### src/rtl/logic_seq_pkg.sv
// Shared types and helpers for the sequential logic unit and its shift step.
// Optional feature macro: LOGIC_SEQ_ASR_EN (enables op 5 as arithmetic shift right).
package logic_seq_pkg;

    typedef enum logic [2:0] {
        OP_AND = 3'd0,
        OP_OR  = 3'd1,
        OP_XOR = 3'd2,
        OP_SHR = 3'd3,
        OP_SHL = 3'd4,
        OP_ASR = 3'd5
    } op_t;

    typedef enum logic [1:0] {
        IDLE,
        SHIFT,
        DONE
    } state_t;

    // Width of a counter that must hold every value 0..n inclusive.
    function automatic int cnt_w(input int n);
        return $clog2(n + 1);
    endfunction

endpackage

### src/rtl/logic_shift_step.sv
// Combinational single-bit shifter: one iteration of the SHIFT datapath.
module logic_shift_step #(
    parameter int N = 4
) (
    input  logic [N-1:0] value_i,
    input  logic         dir_left_i,
    input  logic         fill_i,
    output logic [N-1:0] next_o
);

    assign next_o = dir_left_i ? {value_i[N-2:0], fill_i}
                               : {fill_i, value_i[N-1:1]};

endmodule

### src/rtl/logic_seq_unit.sv
// Handshaked logic unit: AND/OR/XOR in one step, shifts one bit per cycle.
// Optional feature macro: LOGIC_SEQ_ASR_EN (op 5 = arithmetic shift right).
module logic_seq_unit
    import logic_seq_pkg::*;
#(
    parameter int N = 4
) (
    input  logic         clk,
    input  logic         rst_n,
    input  logic         in_valid,
    output logic         in_ready,
    input  logic [2:0]   op,
    input  logic [N-1:0] a,
    input  logic [N-1:0] b,
    output logic         out_valid,
    input  logic         out_ready,
    output logic [N-1:0] result,
    output logic         zero,
    output logic         err
);

    localparam int CNT_W = cnt_w(N);

    state_t           state_q, state_d;
    logic [N-1:0]     work_q, work_d;
    logic [N-1:0]     result_q, result_d;
    logic [CNT_W-1:0] cnt_q, cnt_d;
    logic [2:0]       op_q, op_d;
    logic             zero_q, zero_d;
    logic             err_q, err_d;

    logic [CNT_W-1:0] cnt_init;
    logic [N-1:0]     step_out;
    logic             shift_left;
    logic             fill_bit;

    // Shift amounts at or beyond N all clamp to N iterations.
    assign cnt_init   = (b >= N'(N)) ? CNT_W'(N) : CNT_W'(b);
    assign shift_left = (op_q == OP_SHL);

`ifdef LOGIC_SEQ_ASR_EN
    assign fill_bit = (op_q == OP_ASR) ? work_q[N-1] : 1'b0;
`else
    assign fill_bit = 1'b0;
`endif

    logic_shift_step #(.N(N)) u_step (
        .value_i    (work_q),
        .dir_left_i (shift_left),
        .fill_i     (fill_bit),
        .next_o     (step_out)
    );

    always_ff @(posedge clk or negedge rst_n) begin
        if (!rst_n) begin
            state_q  <= IDLE;
            work_q   <= '0;
            result_q <= '0;
            cnt_q    <= '0;
            op_q     <= '0;
            zero_q   <= 1'b0;
            err_q    <= 1'b0;
        end else begin
            state_q  <= state_d;
            work_q   <= work_d;
            result_q <= result_d;
            cnt_q    <= cnt_d;
            op_q     <= op_d;
            zero_q   <= zero_d;
            err_q    <= err_d;
        end
    end

    always_comb begin
        state_d   = state_q;
        work_d    = work_q;
        result_d  = result_q;
        cnt_d     = cnt_q;
        op_d      = op_q;
        zero_d    = zero_q;
        err_d     = err_q;
        in_ready  = 1'b0;
        out_valid = 1'b0;

        case (state_q)
            IDLE: begin
                in_ready = 1'b1;
                if (in_valid) begin
                    op_d     = op;
                    work_d   = a;
                    cnt_d    = cnt_init;
                    result_d = '0;
                    err_d    = 1'b0;
                    state_d  = DONE;
                    case (op)
                        OP_AND: result_d = a & b;
                        OP_OR:  result_d = a | b;
                        OP_XOR: result_d = a ^ b;
                        OP_SHR, OP_SHL: begin
                            if (cnt_init == '0) result_d = a;
                            else                state_d  = SHIFT;
                        end
`ifdef LOGIC_SEQ_ASR_EN
                        OP_ASR: begin
                            if (cnt_init == '0) result_d = a;
                            else                state_d  = SHIFT;
                        end
`endif
                        default: err_d = 1'b1;
                    endcase
                    zero_d = (result_d == '0);
                end
            end
            SHIFT: begin
                work_d = step_out;
                cnt_d  = cnt_q - CNT_W'(1);
                // Last iteration: the shifted value is the final result.
                if (cnt_q == CNT_W'(1)) begin
                    result_d = step_out;
                    zero_d   = (step_out == '0);
                    err_d    = 1'b0;
                    state_d  = DONE;
                end
            end
            DONE: begin
                out_valid = 1'b1;
                if (out_ready) state_d = IDLE;
            end
            default: state_d = IDLE;
        endcase
    end

    assign result = result_q;
    assign zero   = zero_q;
    assign err    = err_q;

endmodule

### config.mk
export PLATFORM = sky130hd
export DESIGN_NAME = logic_seq_unit
export DESIGN_NICKNAME = d
export VERILOG_FILES = /design/src/rtl/logic_seq_pkg.sv /design/src/rtl/logic_shift_step.sv /design/src/rtl/logic_seq_unit.sv
export SDC_FILE = /design/constraint.sdc
export NUM_CORES = 1
export LEC_CHECK = 0
export CAP_MARGIN = 20
export CORE_ASPECT_RATIO = 0.8
export CORE_MARGIN = 1
export CORE_UTILIZATION = 52
export DETAILED_ROUTE_END_ITERATION = 6
export PLACE_DENSITY = 0.79
export SLEW_MARGIN = 20
export SYNTH_ARGS = -nofsm -noshare
export SYNTH_HDL_FRONTEND = slang
export SYNTH_SLANG_ARGS = --single-unit
### constraint.sdc
create_clock -name clk -period 1.7 [get_ports clk]
set_input_delay 0.34 -clock clk [delete_from_list [all_inputs] [get_ports clk]]
set_output_delay 0.34 -clock clk [all_outputs]
set_load 0.02 [all_outputs]
# Word-level counts from Yosys, hierarchy flattened
# Index checks and enable logic that the tools add are counted.
# op_classes
muxes	28
mul	0
order_cmp	1
n_bitwise	3
n_div	0
shift	0
n_reduce_logical	12
n_addsub	1
eq_ne	11
# ops
operator	n
4-bit two-way mux	7
4-bit case mux with 2 select lines	2
4-bit case mux with 4 select lines	1
2-bit two-way mux	5
4-bit zero test	2
1-bit two-way mux	7
3-bit by 1-bit equality test with 1-bit output (second input constant)	2
3-bit by 2-bit equality test with 1-bit output (second input constant)	2
3-bit equality test (second input constant)	2
3-bit zero test	2
3-bit two-way mux	2
2-bit inequality test (second input constant)	3
2-bit case mux with 3 select lines	1
3-bit case mux with 2 select lines	1
3-bit AND reduction	2
5-bit OR reduction	1
4-bit bitwise AND	1
4-bit by 3-bit greater-or-equal comparator with 1-bit output (second input constant)	1
4-bit OR	1
1-bit case mux with 2 select lines	2
2-bit AND reduction	2
4-bit XOR	1
3-bit by 1-bit subtractor with 3-bit output (second input constant)	1
2-bit by 1-bit equality test with 1-bit output (second input constant)	1
4 further kinds	4
# totals
romBits	0
latchBits	0
output_inout_bits	8
regBits	18
inputBits	15
word_cells	63
mem_bits_rw	0
n_memories	0

# Depth between registers and ports, before layout
# logic_depth
ltp_word	10
depth_mapped	6

# Hierarchy
# Synthesis repeated with hierarchy kept, for this count alone.
# hier_totals
hier_cells	143
area_unflattened_um2	1266.2
# by_module_without_submodules
module	n_inst	area_each_um2	cells_per_inst
logic_seq_unit	1	1221.2	139
logic_shift_step	1	45.0	4

# Least setup slack after synthesis
# No wires, ideal clock.
# synth_path
path_type	flip-flop to flip-flop
startpoint	register op_q[1]
endpoint	register zero_q, in the netlist zero
stages_incl_launch_ff	6
setup_ps	95
period_less_slack_ps	1455
path_slack_ps	245
required_time_ps	1605
arrival_ps	1359
path_buffers	1
cell_sequence	dfrtp_1 or3b_1 buf_6 a2111oi_4 mux2i_1 o31ai_1
# synth_between
elab_chain_len	5
# synth_rtl
item	line	source
start: declaration	logic_seq_unit.sv:28	logic [2:0] op_q, op_d;
start signal: assignment	logic_seq_unit.sv:68	op_q <= op_d;
3-bit equality test	logic_seq_unit.sv:39	assign shift_left = (op_q == OP_SHL);
4-bit two-way mux	logic_shift_step.sv:11	assign next_o = dir_left_i ? {value_i[N-2:0], fill_i}
4-bit zero test	logic_seq_unit.sv:120	zero_d = (step_out == '0);
1-bit two-way mux	logic_seq_unit.sv:118	if (cnt_q == CNT_W'(1)) begin
1-bit case mux with 2 select lines	logic_seq_unit.sv:85	case (state_q)
end signal: assignment	logic_seq_unit.sv:69	zero_q <= zero_d;
end: declaration	logic_seq_unit.sv:29	logic zero_q, zero_d;
# Every way passes these cells. The select of a mux whose other input is x is not followed.
# A chain may end at the register's enable or synchronous reset.

# Worst setup path in the final report
# layout_path
startpoint	register result_q[0], in the netlist result[0]
endpoint	output port result[0]
# layout_lines
item	line	source
start: declaration	logic_seq_unit.sv:26	logic [N-1:0] result_q, result_d;
start signal: assignment	logic_seq_unit.sv:66	result_q <= result_d;
end: declaration	logic_seq_unit.sv:17	output logic [N-1:0] result,
# No word-level cell between the ends.

==> run_results.csv <==
group,metric,value,unit
synth,synth.ff_latch_count,18,
layout,final_cell_mix,"buf_4, dfrtp_1, nand2_1, inv_1, clkdlybuf4s50_1",
placement,detailed_place_hpwl,2753,µm
die,start_util,0.5780,
timing,setup_violations,0,
global_route,grt_pass1_wl,5568,µm
clock_network,numClockSinks,18,
synth,synthArstFlopShare,1.000,
layout,mostFrequentLayoutCell,"buf_4",
hold_path,hold_path_class,"in2async",
synth,syn_inst,142,
die,core,2271,µm²
routing,wl_per_cell,15.35,µm
setup_path,arrival,1.31,ns
clock_network,root_buffer,"clkbuf_4",
routing,routed_wl,3422,µm
setup_path,crit_family,"buffers and inverters",
setup_path,crit_path_top_delay_cell,"clkdlybuf4s50_1",
clock_network,clk_pin_slew,0.11,ns
placement,globalplace.congestion,0.8729,
timing,slew_violations,0,
setup_path,crit_path_start_kind,"flip-flop",
setup_path,worst-path-buf-inv,1,
routing,vias_per_cell,5.668,
placement,place_inst,219,
timing,min_period_over_period,0.9706,
synth,synth_top_area_frac,0.3432,
clock_network,post-cts-setup-buffers,0,
clock_network,ctsLongestPathBuffers,2,
placement,port_buffers,22,
setup_path,crit_required,1.36,ns
timing,fin_crit,1.650,ns
routing,first_iter_violations,59,
setup_path,path_cells,"clkdlybuf4s50_1",
synth,yosys_warnings,0,
timing,max-slew-margin-rel,0.6765,
die,io_pins,23,
routing,route.detailed.drc,0,
run_status,outcome,"completed",
global_route,overflow,0,
synth,avgSynthCellArea,9.243,µm²
synth,synth_ff_type,"dfrtp_1",
placement,place_ws,-0.3705,ns
synth,ys_seq_area_frac,0.3432,
global_route,track_usage,0.2791,
global_route,antenna_found_initial,0,
synth,synth.area.top_cells,"dfrtp_1, ha_1, nand2_1",
synth,syn-cell-area,1313,µm²
layout,nNetsFinal,215,
clock_network,cts_buffers,3,
routing,vias,1264,
global_route,grt_pass1_vias,1282,
power_and_ir_drop,p_per_area,1289,nW/µm²
setup_path,worstSetupEndpointType,"output port",
layout,final_layout_size_suffix_gt1_frac,0.2434,
die,die_area,2730,µm²
setup_path,cpPeakStageDelay,0.63,ns
layout,diodes,0,
setup_path,crit_cells,1,
timing,tightest_slew,0.4834,ns
synth,synth_top_cell_by_area,"dfrtp_1",
layout,syn2layout_area_growth,38.80,%
setup_path,cp_max_fo,2,
power_and_ir_drop,p_leak,0.8938,nW
clock_network,cts_max_level,1,
synth,ys_types,47,
global_route,grt_max_degree,19,
synth,synth_fp_nets,167,
timing,fin_setup_tns,0,ns
timing,fin_skew,0.002863,ns
setup_path,crit_type,"reg2out",
power_and_ir_drop,ir_worst_vdd,850.0,µV
layout,final_util,0.8022,
routing,firstDrtPassIters,4,
routing,ant_nets,0,
power_and_ir_drop,total_power,2.349,mW
synth,synth-edff-count,0,
die,fp.dieW,58.17,µm
job,drv_cap,0,
timing,max_freq,606.0,MHz
clock_network,clk_latency,0.30,ns
timing,rsz0062_at_grt,"yes",
die,rows,15,
layout,fin_cells,223,
setup_path,r2r_cells,7,
clock_network,tritoncts,"done",
timing,hold_viol,0,
timing,setup_slack,0.04996,ns
die,die_h,46.94,µm
[registers in the layout, summed over array words and instances, names as in the netlist]
signal / count
cnt_q: 3
err: 1
op_q: 3
result: 4
state_q: 2
work_q: 4
zero: 1
[cells in the mapped netlist, types with 3 or more instances]
| cell type | count |
|---|---|
| nor2b_1 | 5 |
| ha_1 | 10 |
| a22oi_1 | 4 |
| o211ai_1 | 4 |
| dfrtp_1 | 18 |
| o21ai_0 | 10 |
| nand3_1 | 3 |
| inv_1 | 13 |
| mux2i_1 | 3 |
| nand2b_1 | 3 |
| a31oi_1 | 3 |
| nand2_1 | 15 |
| a21oi_1 | 5 |
| nor2_1 | 5 |
[per-stage QoR]
step	cell area [µm²]	hold WS (ns)
floorplan	1313	0.04441
CTS	1794	0.3642
finish	1822	0.3534
detailed placement	1744	0.4730
global placement	1744	0.4727
global route	1822	0.3974
[power breakdown]
part / leakage (nW) / internal (mW) / switching, mW
clock: 0.0210 / 0.131 / 0.143
sequential: 0.225 / 0.625 / 0.183
combinational: 0.648 / 0.605 / 0.662
[routing by layer]
metal,track usage,part of all wire,vias to the layer above
met4,0.1143,0.015,0
met1,0.3418,0.44,600
li1,-,-,612
met2,0.4713,0.49,46
met3,0.08540,0.059,6
met5,0,0,-
[cell type report]
class,count,area (µm²)
fillers,154,449.2
clock buffers,4,36.28
multi-input cells,104,795.8
flip-flops and latches,18,451.7
repair buffers,50,446.7
well taps,34,42.54
inverters,13,48.80
[final timing paths]
| kind | start | end | slack, ns |
|---|---|---|---|
| max in group asynchronous | rst_n | state_q[1] | 1.13 |
| hold / removal | rst_n | work_q[0] | 0.35 |
| min in group clk | b[1] | cnt_q[1] | 0.47 |
| hold reg to reg | result[1] | result[1] | 0.49 |
| setup / recovery | result[0] | result[0] | 0.05 |
| setup reg to reg | cnt_q[1] | result[2] | 0.13 |
[kinds of logic after synthesis]
family | Yosys count | synth area share
AOI/OAI and AO/OA | 40 | 0.2202
xor gates and xnor gates | 1 | 0.006674
adders and majority gates | 10 | 0.09533
buffers and inverters | 20 | 0.06864
DFF | 18 | 0.3432
muxes | 3 | 0.02288
and+or+nand+nor | 50 | 0.2431
[what timing repair did]
item / 4_1_cts / 5_1_grt
gates resized for setup: 5 / 11
hold buffers: 0 / 0
pin swaps: 0 / 1
endpoints found under the setup margin: 4 / 6
(Power assumes the default switching activity.)
